<file path="src/rtl/crypt_load_ctrl.sv">
// Load/round sequencer for the nibble-wide encrypt/decrypt datapath.
// Optional abort input enabled by defining CRYPT_CTRL_ABORT_EN.
module crypt_load_ctrl #(
  parameter int unsigned KEY_NIBBLES = 2,
  parameter int unsigned ROUNDS      = 4,
  localparam int unsigned RW = (ROUNDS > 1) ? $clog2(ROUNDS) : 1
) (
  input  logic                   CLK,
  input  logic                   RST,
  input  logic                   Start,
  input  logic                   Mode,
  input  logic                   In_valid,
`ifdef CRYPT_CTRL_ABORT_EN
  input  logic                   Abort,
`endif
  output logic                   In_ready,
  output logic [KEY_NIBBLES-1:0] Ce_key,
  output logic                   Ce_data,
  output logic                   Ce_state,
  output logic                   Ce_out,
  output logic [RW-1:0]          Round,
  output logic                   Mode_q,
  output logic                   Busy,
  output logic                   Done
);

  localparam int unsigned KW = (KEY_NIBBLES > 1) ? $clog2(KEY_NIBBLES) : 1;

  typedef enum logic [2:0] {
    IDLE      = 3'd0,
    LOAD_KEY  = 3'd1,
    LOAD_DATA = 3'd2,
    ROUND     = 3'd3,
    WRITE     = 3'd4,
    DONE      = 3'd5
  } state_t;

  state_t        state_q, state_d;
  logic [KW-1:0] k_q, k_d;
  logic [RW-1:0] round_q, round_d;
  logic          mode_q, mode_d;
  logic          abort_c;
  logic [RW-1:0] round_last_c;

`ifdef CRYPT_CTRL_ABORT_EN
  assign abort_c = Abort;
`else
  assign abort_c = 1'b0;
`endif

  // Final round index depends on direction: decrypt counts down to zero.
  assign round_last_c = mode_q ? '0 : RW'(ROUNDS - 1);

  // State and operation context registers.
  always_ff @(posedge CLK or posedge RST) begin
    if (RST) begin
      state_q <= IDLE;
      k_q     <= '0;
      round_q <= '0;
      mode_q  <= 1'b0;
    end else begin
      state_q <= state_d;
      k_q     <= k_d;
      round_q <= round_d;
      mode_q  <= mode_d;
    end
  end

  // Next-state and clock-enable decode.
  always_comb begin
    state_d  = state_q;
    k_d      = k_q;
    round_d  = round_q;
    mode_d   = mode_q;
    In_ready = 1'b0;
    Ce_key   = '0;
    Ce_data  = 1'b0;
    Ce_state = 1'b0;
    Ce_out   = 1'b0;
    Done     = 1'b0;
    Busy     = (state_q != IDLE);

    case (state_q)
      IDLE: begin
        if (Start) begin
          state_d = LOAD_KEY;
          mode_d  = Mode;
          k_d     = '0;
        end
      end
      LOAD_KEY: begin
        In_ready = 1'b1;
        if (In_valid) begin
          Ce_key = KEY_NIBBLES'(1) << k_q;
          k_d    = k_q + KW'(1);
          if (k_q == KW'(KEY_NIBBLES - 1)) state_d = LOAD_DATA;
        end
      end
      LOAD_DATA: begin
        In_ready = 1'b1;
        if (In_valid) begin
          Ce_data = 1'b1;
          state_d = ROUND;
          round_d = mode_q ? RW'(ROUNDS - 1) : '0;
        end
      end
      ROUND: begin
        Ce_state = 1'b1;
        if (round_q == round_last_c) state_d = WRITE;
        else if (mode_q)             round_d = round_q - RW'(1);
        else                         round_d = round_q + RW'(1);
      end
      WRITE: begin
        Ce_out  = 1'b1;
        state_d = DONE;
      end
      DONE: begin
        Done    = 1'b1;
        state_d = IDLE;
      end
      default: state_d = IDLE;
    endcase

    // Abort squashes this cycle's transfers; round and mode are left as they are.
    if (abort_c && (state_q != IDLE)) begin
      In_ready = 1'b0;
      Ce_key   = '0;
      Ce_data  = 1'b0;
      Ce_state = 1'b0;
      Ce_out   = 1'b0;
      state_d  = IDLE;
      k_d      = k_q;
      round_d  = round_q;
    end
  end

  assign Round  = round_q;
  assign Mode_q = mode_q;

endmodule
</file>
<file path="config.mk">
export PLATFORM = sky130hd
export DESIGN_NAME = crypt_load_ctrl
export DESIGN_NICKNAME = d
export VERILOG_FILES = /design/src/rtl/crypt_load_ctrl.sv
export SDC_FILE = /design/constraint.sdc
export NUM_CORES = 1
export LEC_CHECK = 0
export CORE_ASPECT_RATIO = 1.1
export CORE_MARGIN = 2
export CORE_UTILIZATION = 30
export CTS_CLUSTER_DIAMETER = 100
export DETAILED_ROUTE_END_ITERATION = 16
export PLACE_DENSITY = 0.67
export SLEW_MARGIN = 15
export SYNTH_ARGS = -nofsm -noshare
export SYNTH_HDL_FRONTEND = slang
export SYNTH_SLANG_ARGS = --single-unit
export TNS_END_PERCENT = 100
</file>
<file path="constraint.sdc">
create_clock -name CLK -period 4.3 [get_ports CLK]
set_input_delay 1.29 -clock CLK [delete_from_list [all_inputs] [get_ports CLK]]
set_output_delay 1.29 -clock CLK [all_outputs]
set_load 0.005 [all_outputs]
</file>
# == Word-level counts from Yosys, hierarchy flattened ==
# Cells that the tools add are included.
# Widths: inputs -> output; s select.
# totals
register_bits,7
latchBits,0
mem_bits_rw,0
romBits,0
in_bits,5
out_inout_bits,11
elab_cells,52
mem_count,0
# classes
n_addsub,3
mul,0
div_mod_pow,0
order_cmp,0
eq_ne,12
shifts,1
mux,23
bitwise,0
n_reduce_logical,9
# ops
operator,n
$mux 3,5
$pmux 3 s5,1
$mux 2,7
$ne 2x2->1 const B,6
$mux 1,8
$eq 3x2->1 const B,2
$eq 3x3->1 const B,2
$reduce_and 3->1,2
$reduce_and 5->1,1
$pmux 2 s2,1
$reduce_bool 2->1,2
$eq 3x1->1 const B,1
$logic_not 3->1,1
$reduce_bool 3->1,1
$add 2x1->2 const B,1
$eq 2x2->1,1
$pmux 1 s2,1
$reduce_and 2->1,1
$reduce_or 2->1,1
$shl 1x1->2 const A,1
$sub 2x1->2 const B,1
$add 1x1->1 const B,1

# == Depth between registers and ports, before layout ==
# Gate-level depths: netlist of run 1.
# depth
depth_word,4
ltp_mapped,6
mapped_depth_nobuf,4

# == Least setup slack after synthesis of run 1 ==
# Ideal clock, no wire load.
# synth_timing
path_kind,in2out
from,in In_valid
to,out Ce_data
t_arrival_ps,1685
required_time_ps,3010
setup_slack_ps,1325
cell_stages,2
path_buffers,1
path_cell_list,nor4bb_1 -> buf_2
# synth_between
elab_chain_len,2
# synth_rtl
item,line,source
"start, declared",12,"input logic In_valid,"
$mux 1,101,if (In_valid) begin
$mux 1,83,case (state_q)
"end, declared",18,"output logic Ce_data,"
# No other way between the ends.

# == Worst setup path in the final report of run 1 ==
# Same ends and word-level chain as after synthesis.

==> results of run 1 <==
layout by cell type (no fill, tap or decap), types with 3 or more instances in the layout:
cell and count:
nand3_1 3, clkbuf_4 3, nor2_1 5, o21ai_0 3, dfrtp_1 7, clkdlybuf4s50_1 15, a21oi_1 4
layer usage:
metal  global-route usage  routed length (um)
met1                0.124                 431
met2                0.182                 475
met3               0.0264                  61
met4               0.0727                   8
met5                    0                   0
flip-flops by register name, indices dropped and copies added (netlist names):
signal   count
Round        2
state_q      3
Mode_q       1
k_q          1
area by class of cell:
cell class	instances	area (sq um)	area share
multi-input combinational	40	299	0.431
sequential	7	175	0.252
timing repair buffer	17	165	0.238
clock buffer	4	26.3	0.0378
tap	17	21.3	0.0306
inverter	2	7.51	0.0108
kinds of logic after synthesis:
logic type | Yosys count
flip-flops | 7
buffers and inverters | 7
XOR/XNOR | 1
AO/OA/AOI/OAI | 15
multiplexers | 3
AND/OR/NAND/NOR | 21
through the flow:
step	area (sq um)	std cells	worst slack [ps]	total power [W]	util
after floorplan	519	54	1320	0.000399	-
after global placement	668	83	253	0.000498	0.419
after detailed placement	668	83	266	0.000505	0.419
after CTS	694	87	264	0.000564	0.435
after global routing	694	87	225	0.000607	0.435
final	694	87	277	0.000554	0.435
power breakdown:
| part | total [W] | switching, W | internal, W | leakage (nW) |
|---|---|---|---|---|
| Combinational | 0.000324 | 0.000112 | 0.000212 | 0.177 |
| Sequential | 0.000175 | 0.0000755 | 0.0000993 | 0.0868 |
| Clock | 0.0000552 | 0.0000201 | 0.0000351 | 0.0150 |
| Total | 0.000554 | 0.000207 | 0.000347 | 0.278 |
critical path, cell delays in order:
cell and delay, ps:
clkdlybuf4s50_1 480, nor4bb_1 380, clkdlybuf4s50_1 580
worst max-delay path by stage:
stage | startpoint | endpoint | slack (ps) | cells after the start
after detailed placement | In_valid | Ce_data | 270 | 3
after CTS | In_valid | Ce_data | 260 | 3
after global placement | In_valid | Ce_data | 250 | 3
after floorplan | In_valid | Ce_data | 1320 | 2
after global routing | In_valid | Ce_data | 230 | 3
final | In_valid | Ce_data | 280 | 3
==> flow_summary.toml, run 1 <==
[floorplan]
dieHeight_um = 47.6
initial_core_util = 0.325
die-area_sq_mm = 0.00208
row_count = 15
io_pins = 16
design.core.area_sq_mm = 0.00160
die_w_um = 43.7

[timing]
relSlewSlack = 0.710
whs_ps = 568
min_period_ps = 4020
rsz0062_at_grt = "false"
fmax_ghz = 0.249
worst_pin_slew_ps = 435
setup_viol = 0
timing.final.crit_share = 0.935
hold_viol_final = 0
final-max-slew-violation-count = 0
fin_tns_setup_ps = 0
clock_skew_ps = 0.975

[synthesis]
synth_flop_cell = "dfrtp_1"
ys_seq_elements = 7
synth_xor_xnor_area_share = 0.0169
synth_adder_area_share = 0
synth_compound_area_frac = 0.212
synth-edff-count = 0
synth.most_common_cell = "dfrtp_1"
synth_cell_types = 29
synth_top_family_by_area = "simple AND/OR/NAND/NOR gates"
synth-async-reset-ratio = 1.00
synth_top_cell_area_share = 0.337
synth.avg_cell_area_sq_um = 9.62
synthMuxAreaShare = 0.0795
ys_warn_count = 0
netlist_top_cells_area = "dfrtp_1, mux2_4, a31oi_4"
yosys.area_share.simple = 0.267
syn_area_sq_um = 519
synth_largest_area_cell = "dfrtp_1"
syn-num-nets = 59
postSynthCellCount = 54
seq_area_frac_synth = 0.337
yosys-top-cells-count = "dfrtp_1, nor2_1, a21oi_1"

[min_path]
hold_start = "k_q"
hp-class = "reg2reg"
min_to = "k_q"
holdPathStages = 1

[global_routing]
grt_max_degree = 18
grt_pass1_wl_um = 1640
grt_usage = 0.108
grt_pass1_vias = 404
overflow = 0
antenna_found_initial = 0

[layout]
n_antenna_cell = 0
layout-drive-gt1-share = 0.143
fin_nets = 76
synthToLayoutAreaGrowth_pct = 33.7
fillerInstances = 154

[routing]
post_drt_wl_per_cell_um = 11.2
routed-via-count = 458
drcViolationCount = 0
wl_um = 976
first_iter_violations = 6
vias_per_cell = 5.26
dr.pass1.iters = 2
ant_nets = 0

[place]
place_hpwl_um = 767
place_congestion = 0.726
io_buffers = 15

[status]
status = "complete, no violations"

[worst_setup_path]
rr_worst_depth = 4
r2r_end = "state_q[1]"
worst_ep_required_time_ps = 3010
r2r-start = "Round[1]"
rrSetupSlack_ps = 2640
crit_fanout = 2
worstPathArrival_ps = 2730
worstSetupPathType = "in2out"
cp-end-kind = "primary output"
cp-start-kind = "primary input"

[power]
vdd_drop_max_v = 0.000357
power_density_mw_per_mm2 = 798
p_leak_nw = 0.278

[clocking]
clock-sinks = 7
cts_setup_buffers = 0
root_buffer = "clkbuf_4"
hold_buffers = 0
clk_latency_ps = 240
htree_levels = 1
path_clk_slew_ps = 50
cts_tree = "done"
cts_buffers = 3
cts_resized = 0
clockBufferDepth = 2

[run]
max-cap-violations = 0
(Power assumes the default switching activity.)
==> run 2: changes to the inputs <==
--- a/config.mk
+++ b/config.mk
@@ -11,6 +11,7 @@
 export CTS_CLUSTER_DIAMETER = 100
 export DETAILED_ROUTE_END_ITERATION = 16
 export PLACE_DENSITY = 0.67
+export RECOVER_POWER = 100
 export SLEW_MARGIN = 15
 export SYNTH_ARGS = -nofsm -noshare
 export SYNTH_HDL_FRONTEND = slang
==> run 2 against run 1 <==
Compared with the run above: first-iteration DRC count did not move; sequential share of layout area grew 0.42 points; setup slack worse by 91 ps; critical path type unchanged; clock power is essentially flat.
==> flow_summary.toml, run 2 (synthesis results as in run 1) <==
[status]
status = "complete, no violations"

[place]
place_congestion = 0.726
place_area_sq_um = 668
place_hpwl_um = 767
place_inst = 83
io_buffers = 15

[global_routing]
antenna_found_initial = 0
grt_usage = 0.108
grt_pass1_vias = 404
grt_pass1_wl_um = 1640
overflow = 0
grt_max_degree = 18

[power]
internal_power_w = 0.000308
power.share.sequential = 0.340
p_leak_nw = 0.288
p_clk_frac = 0.108
switching_share = 0.397
switchingPower_w = 0.000203
power_density_mw_per_mm2 = 747
p_comb_frac = 0.552
vdd_drop_max_v = 0.000316

[timing]
timing.final.crit_share = 0.957
clock_skew_ps = 1.13
fmax_ghz = 0.243
min_period_ps = 4110
relSlewSlack = 0.709
worst_pin_slew_ps = 436
final-max-slew-violation-count = 0
fin_tns_setup_ps = 0
rsz0062_at_grt = "false"
hold_viol_final = 0
setup_viol = 0

[layout]
synthToLayoutAreaGrowth_pct = 31.6
final_common_cell = "dlygate4sd3_1"
largest_register = "state_q"
n_antenna_cell = 0
final_cells = 87
post-route-util = 0.428
fin_nets = 76
multi_input_area_sq_um = 292
layout-drive-gt1-share = 0.100
largest_reg_flops = 3
design_area_sq_um = 683
layout_common_cells = "dlygate4sd3_1, dfrtp_1, nor2_1"
layout.area.seq_sq_um = 175
fillerInstances = 160

[run]
max-cap-violations = 0

[worst_setup_path]
rrSetupSlack_ps = 2630
r2r-start = "Round[1]"
crit_fanout = 2
cp-end-kind = "primary output"
cp-start-kind = "primary input"
worstSetupPathType = "in2out"
worst_ep_required_time_ps = 3010
cp-startpoint = "In_valid"
rr_worst_depth = 4
worstPathArrival_ps = 2820

[floorplan]
io_pins = 16
row_count = 15
design.core.area_sq_mm = 0.00160
dieHeight_um = 47.6
die_w_um = 43.7
initial_core_util = 0.325
die-area_sq_mm = 0.00208

[clocking]
hold_buffers = 0
cts_tree = "done"
clock-sinks = 7
clk_latency_ps = 240
clockBufferDepth = 2
cts_setup_buffers = 0
path_clk_slew_ps = 50
cts_buffers = 3
root_buffer = "clkbuf_4"
cts_resized = 0
htree_levels = 1

[routing]
dr.pass1.iters = 4
wl_met2_um = 471
routed-via-count = 461
wl_um = 983
first_iter_violations = 6
wl_met1_um = 445
maxUsedRoutingLayer = "met4"
wl_met3_um = 58
ant_nets = 0
post_drt_wl_per_cell_um = 11.3
vias_per_cell = 5.30
drcViolationCount = 0

[min_path]
hp-class = "reg2reg"
hold_start = "k_q"
holdPathStages = 1
-- run 2: cell types whose count changed in the layout (fill, tap and decap cells not counted), sizes merged --
| cell | delta |
|---|---|
| buf | -1 |
| clkdlybuf4s50 | -14 |
| dlygate4sd3 | +14 |
| clkbuf | +1 |
-- run 2: metal layers --
metal	GRT usage	up-vias
met4	0.0727	0
met2	0.182	13
met3	0.0264	2
li1	-	229
met1	0.124	217
met5	0	-
-- run 2: path summary, 6_finish.rpt --
| check | endpoint |
|---|---|
| worst max-delay path | Ce_data |
| worst min-delay path | k_q |
| worst max register to register | state_q[1] |
| worst min register to register | k_q |
| max in group asynchronous | state_q[0] |
| min in group asynchronous | Round[1] |
-- run 2: area by class of cell --
cell class	count	area share
multi-input combinational	40	0.427
inverter	2	0.0110
sequential	7	0.256
timing repair buffer	17	0.236
clock buffer	4	0.0385
tap	17	0.0311
-- run 2: power groups by stage --
stage	Clock, W	Sequential, W	Combinational (W)
after floorplan	0	0.000132	0.000267
after global placement	0	0.000175	0.000323
after detailed placement	0	0.000177	0.000328
after CTS	0.0000579	0.000176	0.000330
after global routing	0.0000624	0.000188	0.000314
final	0.0000551	0.000174	0.000282
-- run 2: worst max-delay path, stage by stage --
cell and delay (ps):
dlygate4sd3_1 550, nor4bb_1 360, dlygate4sd3_1 620
-- run 2: through the flow --
step	hold slack, ps	setup slack, ps	total power (W)
floorplan	519	1320	0.000399
global placement	559	253	0.000498
detailed placement	560	266	0.000505
CTS	571	264	0.000564
global route	601	139	0.000564
finish	568	186	0.000511
==> run 3: changes to the inputs <==
==> constraint.sdc (replaced) <==
create_clock -name CLK -period 4.3 [get_ports CLK]
set_input_delay 1.29 -clock CLK [delete_from_list [all_inputs] [get_ports CLK]]
set_output_delay 1.29 -clock CLK [all_outputs]
set_load 0.1 [all_outputs]
==> run 3 against run 2 <==
Compared with the run above: non-clock buffer count shrank 1; via count shrank 2.4%; register-to-register slack improved by 20 ps; critical endpoint is now Ce_key[0]; fmax rose by 5.2%; count of clock-buffer cells in the layout unchanged; first-iteration DRC count fell by 67%; design area down 5.1%; largest cell class unchanged.
==> flow_summary.toml, run 3 (synthesis results as in run 1) <==
[layout]
synthToLayoutAreaGrowth_pct = 24.8
largest_register = "state_q"
largest_reg_flops = 3
fin_nets = 75
final_common_cell = "dfrtp_1"
layout_common_cells = "dfrtp_1, clkbuf_1, dlygate4sd3_1"
layout-drive-gt1-share = 0.145
n_antenna_cell = 0

[floorplan]
die-area_sq_mm = 0.00208
io_pins = 16
dieHeight_um = 47.6
initial_core_util = 0.325
die_w_um = 43.7
design.core.area_sq_mm = 0.00160
row_count = 15

[run]
max-cap-violations = 0

[global_routing]
grt_pass1_wl_um = 1680
grt_pass1_vias = 394
grt_usage = 0.109
antenna_found_initial = 0
grt_max_degree = 18
overflow = 0

[timing]
clock_skew_ps = 2.84
hold_viol_final = 0
fmax_ghz = 0.256
timing.final.crit_share = 0.910
fin_tns_setup_ps = 0
min_period_ps = 3910
worst_pin_slew_ps = 1160
final-max-slew-violation-count = 0
rsz0062_at_grt = "false"
relSlewSlack = 0.231
setup_viol = 0

[routing]
dr.pass1.iters = 2
ant_nets = 0
routed-via-count = 450
first_iter_violations = 2
vias_per_cell = 5.23
wl_um = 948
drcViolationCount = 0
post_drt_wl_per_cell_um = 11.0

[place]
place_hpwl_um = 757
place_congestion = 0.720
io_buffers = 15

[worst_setup_path]
cp-start-kind = "primary input"
cp-end-kind = "primary output"
cp-startpoint = "In_valid"
worstSetupPathType = "in2out"
crit_fanout = 6
path_cells = "dlygate4sd3_1 > nand3_1 > nor2_1 > clkbuf_2"
crit_slowest_cell = "dlygate4sd3_1"
slowest_delay_ps = 620
worstPathArrival_ps = 2620
r2r-start = "Round[1]"
worst_ep_required_time_ps = 3010

[clocking]
cts_resized = 0
cts_tree = "done"
cts_setup_buffers = 0
clk_latency_ps = 240
clock-sinks = 7
htree_levels = 1
hold_buffers = 0
root_buffer = "clkbuf_4"
path_clk_slew_ps = 50
cts_buffers = 3
clockBufferDepth = 2

[status]
status = "complete, no violations"

[min_path]
hp-class = "reg2reg"
hold_start = "k_q"
## run 3: changes by cell type in the layout (fill, tap and decap cells not counted)
cell           previous run  this run
dlygate4sd3_1            14         6
clkbuf_1                  2         6
clkbuf_2                  0         2
buf_12                    0         1
## run 3: cell type report
class / instances / area [sq um]
clock buffers: 4 / 26.3
fillers: 162 / 947
inverters: 2 / 7.51
multi-input cells: 40 / 292
flip-flops and latches: 7 / 175
well taps: 17 / 21.3
repair buffers: 16 / 126
## run 3: path summary, 6_finish.rpt
path,depth (start not counted),endpoint,slack (ps)
min in group asynchronous,2,k_q,1420
min reg2reg,1,k_q,580
max,4,Ce_key[0],390
min,1,k_q,580
max reg2reg,4,state_q[0],2650
max in group asynchronous,2,state_q[2],2670
## run 3: per-stage QoR
stage                util  cells  setup slack (ps)  cell area [sq um]  hold slack, ps
finish              0.406     86               389                648             578
global route        0.406     86               260                648             612
detailed placement  0.425     82               505                678             572
floorplan               -     54              83.5                519             519
CTS                 0.442     86               504                704             585
global placement    0.425     82               514                678             564
## run 3: worst max-delay path: cells and delay by family
family | cells | cell delay [ps]
buffers and inverters | 2 | 1080
and+or+nand+nor | 2 | 240
## run 3: metal layers
metal / track usage / wire length [um]
met1: 0.147 / 443
met5: 0 / 0
met3: 0.0264 / 58
met4: 0.0364 / 11
met2: 0.174 / 435
Power of run 3 is left out: the tool's default activity adds up to more than one toggle a clock period on the data nets, which glitch-free logic cannot reach.
